[config.mk]
export PLATFORM = sky130hd
export DESIGN_NAME = mem_access_stage_flat
export DESIGN_NICKNAME = d
export VERILOG_FILES = /design/src/rtl/mem_stage_pkg.sv /design/src/rtl/mem_access_stage_if.sv /design/src/rtl/mem_wb_reg.sv /design/src/rtl/mem_access_stage.sv /design/src/flat_wrapper.sv
export SDC_FILE = /design/constraint.sdc
export NUM_CORES = 1
export LEC_CHECK = 0
export ABC_CLOCK_PERIOD_IN_PS = 2300
export CAP_MARGIN = 20
export CORE_AREA = 2 2 121 123
export DETAILED_ROUTE_END_ITERATION = 6
export DIE_AREA = 0 0 123 125
export PLACE_DENSITY = 0.69
export SYNTH_ARGS = -nofsm -noshare
export SYNTH_HDL_FRONTEND = slang
export SYNTH_SLANG_ARGS = --single-unit
[constraint.sdc]
create_clock -name clk -period 2.3 [get_ports clk]
set_input_delay 0.46 -clock clk [delete_from_list [all_inputs] [get_ports clk]]
set_output_delay 0.46 -clock clk [all_outputs]
set_load 0.01 [all_outputs]
[src/rtl/mem_stage_pkg.sv]
// Shared types and constants for the MEM pipeline stage: FSM states,
// the MEM/WB register layout and its bubble value.
package mem_stage_pkg;

    typedef enum logic {
        IDLE = 1'b0,
        WAIT = 1'b1
    } state_t;

    localparam int DEFAULT_TIMEOUT = 255;

    typedef struct packed {
        logic [4:0]  rd;
        logic [31:0] pc;
        logic [31:0] alu_out;
        logic [31:0] mem_data;
        logic        reg_write;
        logic [1:0]  mem_to_reg;
    } wb_t;

    // A bubble never writes the register file; remaining fields are zeroed.
    localparam wb_t WB_BUBBLE = '0;

    function automatic logic is_misaligned(input logic [1:0] addr_lsb);
        return addr_lsb != 2'b00;
    endfunction

endpackage

[src/rtl/mem_access_stage_if.sv]
// Data-memory bus between the MEM stage (master) and the memory (slave).
interface mem_access_stage_if;
    logic        mem_req;
    logic        mem_we;
    logic [31:0] mem_addr;
    logic [31:0] mem_wdata;
    logic        mem_ready;
    logic [31:0] mem_rdata;

    modport master (
        output mem_req, mem_we, mem_addr, mem_wdata,
        input  mem_ready, mem_rdata
    );

    modport slave (
        input  mem_req, mem_we, mem_addr, mem_wdata,
        output mem_ready, mem_rdata
    );
endinterface

[src/rtl/mem_wb_reg.sv]
// MEM/WB pipeline register: captures the stage result when load=1,
// otherwise inserts a bubble.
module mem_wb_reg
    import mem_stage_pkg::*;
(
    input  logic clk,
    input  logic reset,
    input  logic load,
    input  wb_t  d,
    output wb_t  q
);

    always_ff @(posedge clk) begin
        if (!reset) begin
            q <= WB_BUBBLE;
        end else if (load) begin
            q <= d;
        end else begin
            q <= WB_BUBBLE;
        end
    end

endmodule

[src/rtl/mem_access_stage.sv]
// MEM pipeline stage: issues data-memory accesses, stalls the pipeline while
// waiting, aborts on misalignment or timeout, and feeds the MEM/WB register.
module mem_access_stage
    import mem_stage_pkg::*;
#(
    parameter int TIMEOUT = DEFAULT_TIMEOUT
) (
    input  logic               clk,
    input  logic               reset,
    input  logic [4:0]         MEMrd,
    input  logic [31:0]        MEMPC,
    input  logic [31:0]        MEMALUOut,
    input  logic [31:0]        MEMDatabus3,
    input  logic               MEMRegWrite,
    input  logic               MEMMemRead,
    input  logic               MEMMemWrite,
    input  logic [1:0]         MEMMemtoReg,
    mem_access_stage_if.master mem,
    output logic               Stall,
    output logic               MemFault,
    output logic [4:0]         WBrd,
    output logic [31:0]        WBPC,
    output logic [31:0]        WBALUOut,
    output logic [31:0]        WBMemData,
    output logic               WBRegWrite,
    output logic [1:0]         WBMemtoReg
);

    localparam logic [7:0] LAST_WAIT = 8'(TIMEOUT - 1);

    state_t     state_reg, state_next;
    logic [7:0] cnt_reg, cnt_next;
    logic       acc, mis;
    logic       stall_c, fault_c, req_c, wb_load, use_rdata;
    wb_t        wb_d, wb_q;

    assign acc = MEMMemRead | MEMMemWrite;
    assign mis = acc & is_misaligned(MEMALUOut[1:0]);

    always_comb begin
        state_next = state_reg;
        cnt_next   = cnt_reg;
        stall_c    = 1'b0;
        fault_c    = 1'b0;
        req_c      = 1'b0;
        wb_load    = 1'b0;
        use_rdata  = 1'b0;
        unique case (state_reg)
            IDLE: begin
                cnt_next = '0;
                if (acc && !mis) begin
                    state_next = WAIT;
                    stall_c    = 1'b1;
                end else if (mis) begin
                    fault_c = 1'b1;
                end else begin
                    wb_load = 1'b1;
                end
            end
            WAIT: begin
                req_c = 1'b1;
                // A completion in the last allowed cycle wins over the timeout.
                if (mem.mem_ready) begin
                    state_next = IDLE;
                    cnt_next   = '0;
                    wb_load    = 1'b1;
                    use_rdata  = MEMMemRead;
                end else if (cnt_reg == LAST_WAIT) begin
                    state_next = IDLE;
                    cnt_next   = '0;
                    fault_c    = 1'b1;
                end else begin
                    cnt_next = cnt_reg + 8'd1;
                    stall_c  = 1'b1;
                end
            end
        endcase
    end

    always_ff @(posedge clk) begin
        if (!reset) begin
            state_reg <= IDLE;
            cnt_reg   <= '0;
        end else begin
            state_reg <= state_next;
            cnt_reg   <= cnt_next;
        end
    end

    // Control outputs are forced low while reset is held.
    assign Stall         = reset & stall_c;
    assign MemFault      = reset & fault_c;
    assign mem.mem_req   = reset & req_c;
    assign mem.mem_we    = mem.mem_req & MEMMemWrite;
    assign mem.mem_addr  = mem.mem_req ? MEMALUOut   : 32'd0;
    assign mem.mem_wdata = mem.mem_req ? MEMDatabus3 : 32'd0;

    always_comb begin
        wb_d            = WB_BUBBLE;
        wb_d.rd         = MEMrd;
        wb_d.pc         = MEMPC;
        wb_d.alu_out    = MEMALUOut;
        wb_d.mem_data   = use_rdata ? mem.mem_rdata : 32'd0;
        wb_d.reg_write  = MEMRegWrite;
        wb_d.mem_to_reg = MEMMemtoReg;
    end

    mem_wb_reg u_wb_reg (
        .clk   (clk),
        .reset (reset),
        .load  (wb_load),
        .d     (wb_d),
        .q     (wb_q)
    );

    assign WBrd       = wb_q.rd;
    assign WBPC       = wb_q.pc;
    assign WBALUOut   = wb_q.alu_out;
    assign WBMemData  = wb_q.mem_data;
    assign WBRegWrite = wb_q.reg_write;
    assign WBMemtoReg = wb_q.mem_to_reg;

endmodule

[src/flat_wrapper.sv]
// flat-port wrapper written by rule: the top's interface ports become plain ports
module mem_access_stage_flat import mem_stage_pkg::*;
#(
    parameter int TIMEOUT = DEFAULT_TIMEOUT
)
  (clk, reset, MEMrd, MEMPC, MEMALUOut, MEMDatabus3, MEMRegWrite, MEMMemRead, MEMMemWrite, MEMMemtoReg, Stall, MemFault, WBrd, WBPC, WBALUOut, WBMemData, WBRegWrite, WBMemtoReg, mem_mem_req, mem_mem_we, mem_mem_addr, mem_mem_wdata, mem_mem_ready, mem_mem_rdata);
  mem_access_stage_if mem_i ();
  input  logic clk;
  input  logic reset;
  input  logic [4:0] MEMrd;
  input  logic [31:0] MEMPC;
  input  logic [31:0] MEMALUOut;
  input  logic [31:0] MEMDatabus3;
  input  logic MEMRegWrite;
  input  logic MEMMemRead;
  input  logic MEMMemWrite;
  input  logic [1:0] MEMMemtoReg;
  output logic Stall;
  output logic MemFault;
  output logic [4:0] WBrd;
  output logic [31:0] WBPC;
  output logic [31:0] WBALUOut;
  output logic [31:0] WBMemData;
  output logic WBRegWrite;
  output logic [1:0] WBMemtoReg;
  output wire logic [$bits(mem_i.mem_req)-1:0] mem_mem_req;
  output wire logic [$bits(mem_i.mem_we)-1:0] mem_mem_we;
  output wire logic [$bits(mem_i.mem_addr)-1:0] mem_mem_addr;
  output wire logic [$bits(mem_i.mem_wdata)-1:0] mem_mem_wdata;
  input wire logic [$bits(mem_i.mem_ready)-1:0] mem_mem_ready;
  input wire logic [$bits(mem_i.mem_rdata)-1:0] mem_mem_rdata;
  assign mem_mem_req = mem_i.mem_req;
  assign mem_mem_we = mem_i.mem_we;
  assign mem_mem_addr = mem_i.mem_addr;
  assign mem_mem_wdata = mem_i.mem_wdata;
  assign mem_i.mem_ready = mem_mem_ready;
  assign mem_i.mem_rdata = mem_mem_rdata;
  mem_access_stage #(.TIMEOUT(TIMEOUT)) u_core (.clk(clk), .reset(reset), .MEMrd(MEMrd), .MEMPC(MEMPC), .MEMALUOut(MEMALUOut), .MEMDatabus3(MEMDatabus3), .MEMRegWrite(MEMRegWrite), .MEMMemRead(MEMMemRead), .MEMMemWrite(MEMMemWrite), .MEMMemtoReg(MEMMemtoReg), .mem(mem_i), .Stall(Stall), .MemFault(MemFault), .WBrd(WBrd), .WBPC(WBPC), .WBALUOut(WBALUOut), .WBMemData(WBMemData), .WBRegWrite(WBRegWrite), .WBMemtoReg(WBMemtoReg));
endmodule
==> reports/qor.yml <==
postCtsSetupBuffers: 0
fillers: 1259
wl_per_cell_um: 15.1
multiInputGateArea_mm2: 0.00142
pre_cts_ws_ns: -0.316
grt_max_degree: 63
synth-edff-count: 0
p_clk_frac: 0.496
path_clk_slew_ns: 0.05
final.setup.worst_slack_ns: 0.0322
drive_above_1_share: 0.122
slew_viol_final: 0
slowest_delay_ns: 0.54
skew_ns: 0.00588
grt_pass1_wl_um: 19900
die_area_mm2: 0.0154
yosysSeqAreaShare: 0.590
drc_errors: 0
combinationalPowerShare: 0.109
yosys_warnings: 0
slew_headroom: 0.405
core_mm2: 0.0142
rows: 44
wl_um: 13200
clock.fmax_mhz: 441
cts.htree.levels: 4
p_leak_nw: 3.46
drtIter0Drc: 124
ys_types: 28
synth_cells: 359
critPathCapture: "mem_mem_addr[13]"
crit_type: "reg -> out"
cts_tree: "done"
area_growth_pct: 104
first_global_vias: 3809
internal-power_mw: 4.12
rsz0062_at_grt: "true"
synthFlopType: "dfxtp_1"
syn_nets: 502
via_count: 3721
worstRegToRegCells: 3
ctsRootBufferMaster: "clkbuf_16"
path_cells: "bufbuf_16 > and3_1 > clkdlybuf4s50_1"
final_nets: 821
hold_viol: 0
crit_start: "u_core.state_reg"
min_period_ns: 2.27
swShare: 0.195
status: "complete, no violations"
period_share: 0.986
final_cell_mix: "clkdlybuf4s50_1 (292), dfxtp_1 (108), and2_1 (74)"
place_congestion: 0.784
insertion_delay_ns: 0.40
critPathLaunchType: "register"
antenna_found_initial: 0
critical_path_required_ns: 1.84
dr.pass1.iters: 4
maxCapViolations: 0
peakVddDrop_v: 0.000462
numCtsBuffers: 17
die_x_um: 123
final_common_cell: "clkdlybuf4s50_1"
via_per_inst: 4.27
power_mw: 5.13
ys_ff_latch: 113
clock-sinks: 113
syn_area_per_cell_um2: 10.7
critPathTopFamily: "buffers and inverters"
grt_remaining_overflow: 0
holdBufCountCts: 0
r2r-end: "u_core.u_wb_reg.q[12]"
reg2reg_from: "u_core.state_reg"
die_h_um: 125
path_depth: 3
worst_path_max_delay_cell: "clkdlybuf4s50_1"
power_density_mw_per_mm2: 657
critPathArrivalTime_ns: 1.81
clockBufferDepth: 2
io_buffers: 312
initial_core_util: 0.270
hp-class: "in -> reg"
dp_hpwl_um: 10000
crit_fanout: 23
regArea_mm2: 0.00227
n_antenna_cell: 0
setup_violations: 0
reg2reg_setup_slack_ns: 0.64
grt.total_usage: 0.170
synthArstFlopShare: 0
tightestPinTransition_ns: 0.892
io_pins: 313
p_sw_mw: 1.00
seq_power_share: 0.395
detail-route-antenna-nets: 0
largest_register_ffs: 104
netlist_area_mm2: 0.00383
cp-end-kind: "output port"
cp.buffers_inverters: 2
[repair_timing]
action,in CTS,in global routing
endpoints found under the setup margin,4,38
gates cloned,1,0
pin swaps,1,0
resized for setup,15,16
[how the worst min path moves through the flow]
| stage | from | end | slack, ns | cells past startpoint |
|---|---|---|---|---|
| final | reset | u_core.state_reg | 0.40 | 3 |
| after global routing | reset | u_core.state_reg | 0.40 | 3 |
| after CTS | reset | u_core.state_reg | 0.37 | 3 |
| after detailed placement | u_core.cnt_reg[7] | u_core.cnt_reg[7] | 0.49 | 2 |
| after global placement | u_core.cnt_reg[7] | u_core.cnt_reg[7] | 0.47 | 2 |
| after floorplan | u_core.cnt_reg[7] | u_core.cnt_reg[7] | 0.46 | 2 |
[metal layers]
metal | wire length (um) | GRT usage | up-vias
li1 | - | - | 1822
met1 | 4880 | 0.176 | 1698
met2 | 6870 | 0.303 | 180
met3 | 1130 | 0.0579 | 21
met4 | 286 | 0.0829 | 0
met5 | 0 | 0 | -
[metrics by stage]
| step | hold slack [ns] | std cells | util | setup TNS [ns] | area, um^2 |
|---|---|---|---|---|---|
| 6_report | 0.398 | 872 | 0.549 | 0 | 7800 |
| 5_1_grt | 0.397 | 872 | 0.549 | -0.495 | 7800 |
| 4_1_cts | 0.373 | 872 | 0.547 | -0.00411 | 7770 |
| 3_5_place_dp | 0.489 | 842 | 0.504 | -0.456 | 7160 |
| 3_3_place_gp | 0.471 | 842 | 0.504 | -0.338 | 7160 |
| 2_1_floorplan | 0.458 | 359 | - | 0 | 3830 |
[final cells by class]
type,count,area share
repair buffers,326,0.423
flip-flops and latches,113,0.291
multi-input cells,218,0.182
clock buffers,22,0.0595
well taps,184,0.0295
clock inverters,7,0.0141
inverters,2,0.000962
[cell usage after synthesis (3+ instances only)]
| master | number | area [um^2] |
|---|---|---|
| nor2_1 | 3 | 11.3 |
| dfxtp_1 | 113 | 2260 |
| clkbuf_1 | 18 | 67.6 |
| buf_6 | 8 | 90.1 |
| a21oi_1 | 3 | 15.0 |
| and3_1 | 67 | 419 |
| a31oi_1 | 3 | 18.8 |
| nor3_1 | 4 | 20.0 |
| nand2_1 | 10 | 37.5 |
| and2_2 | 31 | 233 |
| and2_1 | 74 | 463 |
[worst min-delay path, cell delays in order]
cell	delay (ns)
buf_2	0.13
nand2_1	0.08
o32ai_1	0.08
[power by group through the flow]
stage          clock network, mW  registers, mW  logic [mW]
2_1_floorplan                  0           2.09       0.121
3_3_place_gp                   0           2.06       0.550
3_5_place_dp                   0           2.07       0.557
4_1_cts                     2.60           2.03       0.567
5_1_grt                     2.71           2.03       0.598
6_report                    2.54           2.03       0.558
[kinds of logic (layout without fill, tap and decap cells)]
family / after synthesis / in the layout / synth area share
AND/OR/NAND/NOR: 198 / 198 / 0.325
adder cells (fa/ha/maj): 2 / 2 / 0.00653
buffers and inverters: 28 / 357 / 0.0431
flip-flops: 113 / 113 / 0.590
AO/OA/AOI/OAI: 18 / 18 / 0.0349
Note: power is estimated with default switching activity, not from simulation.
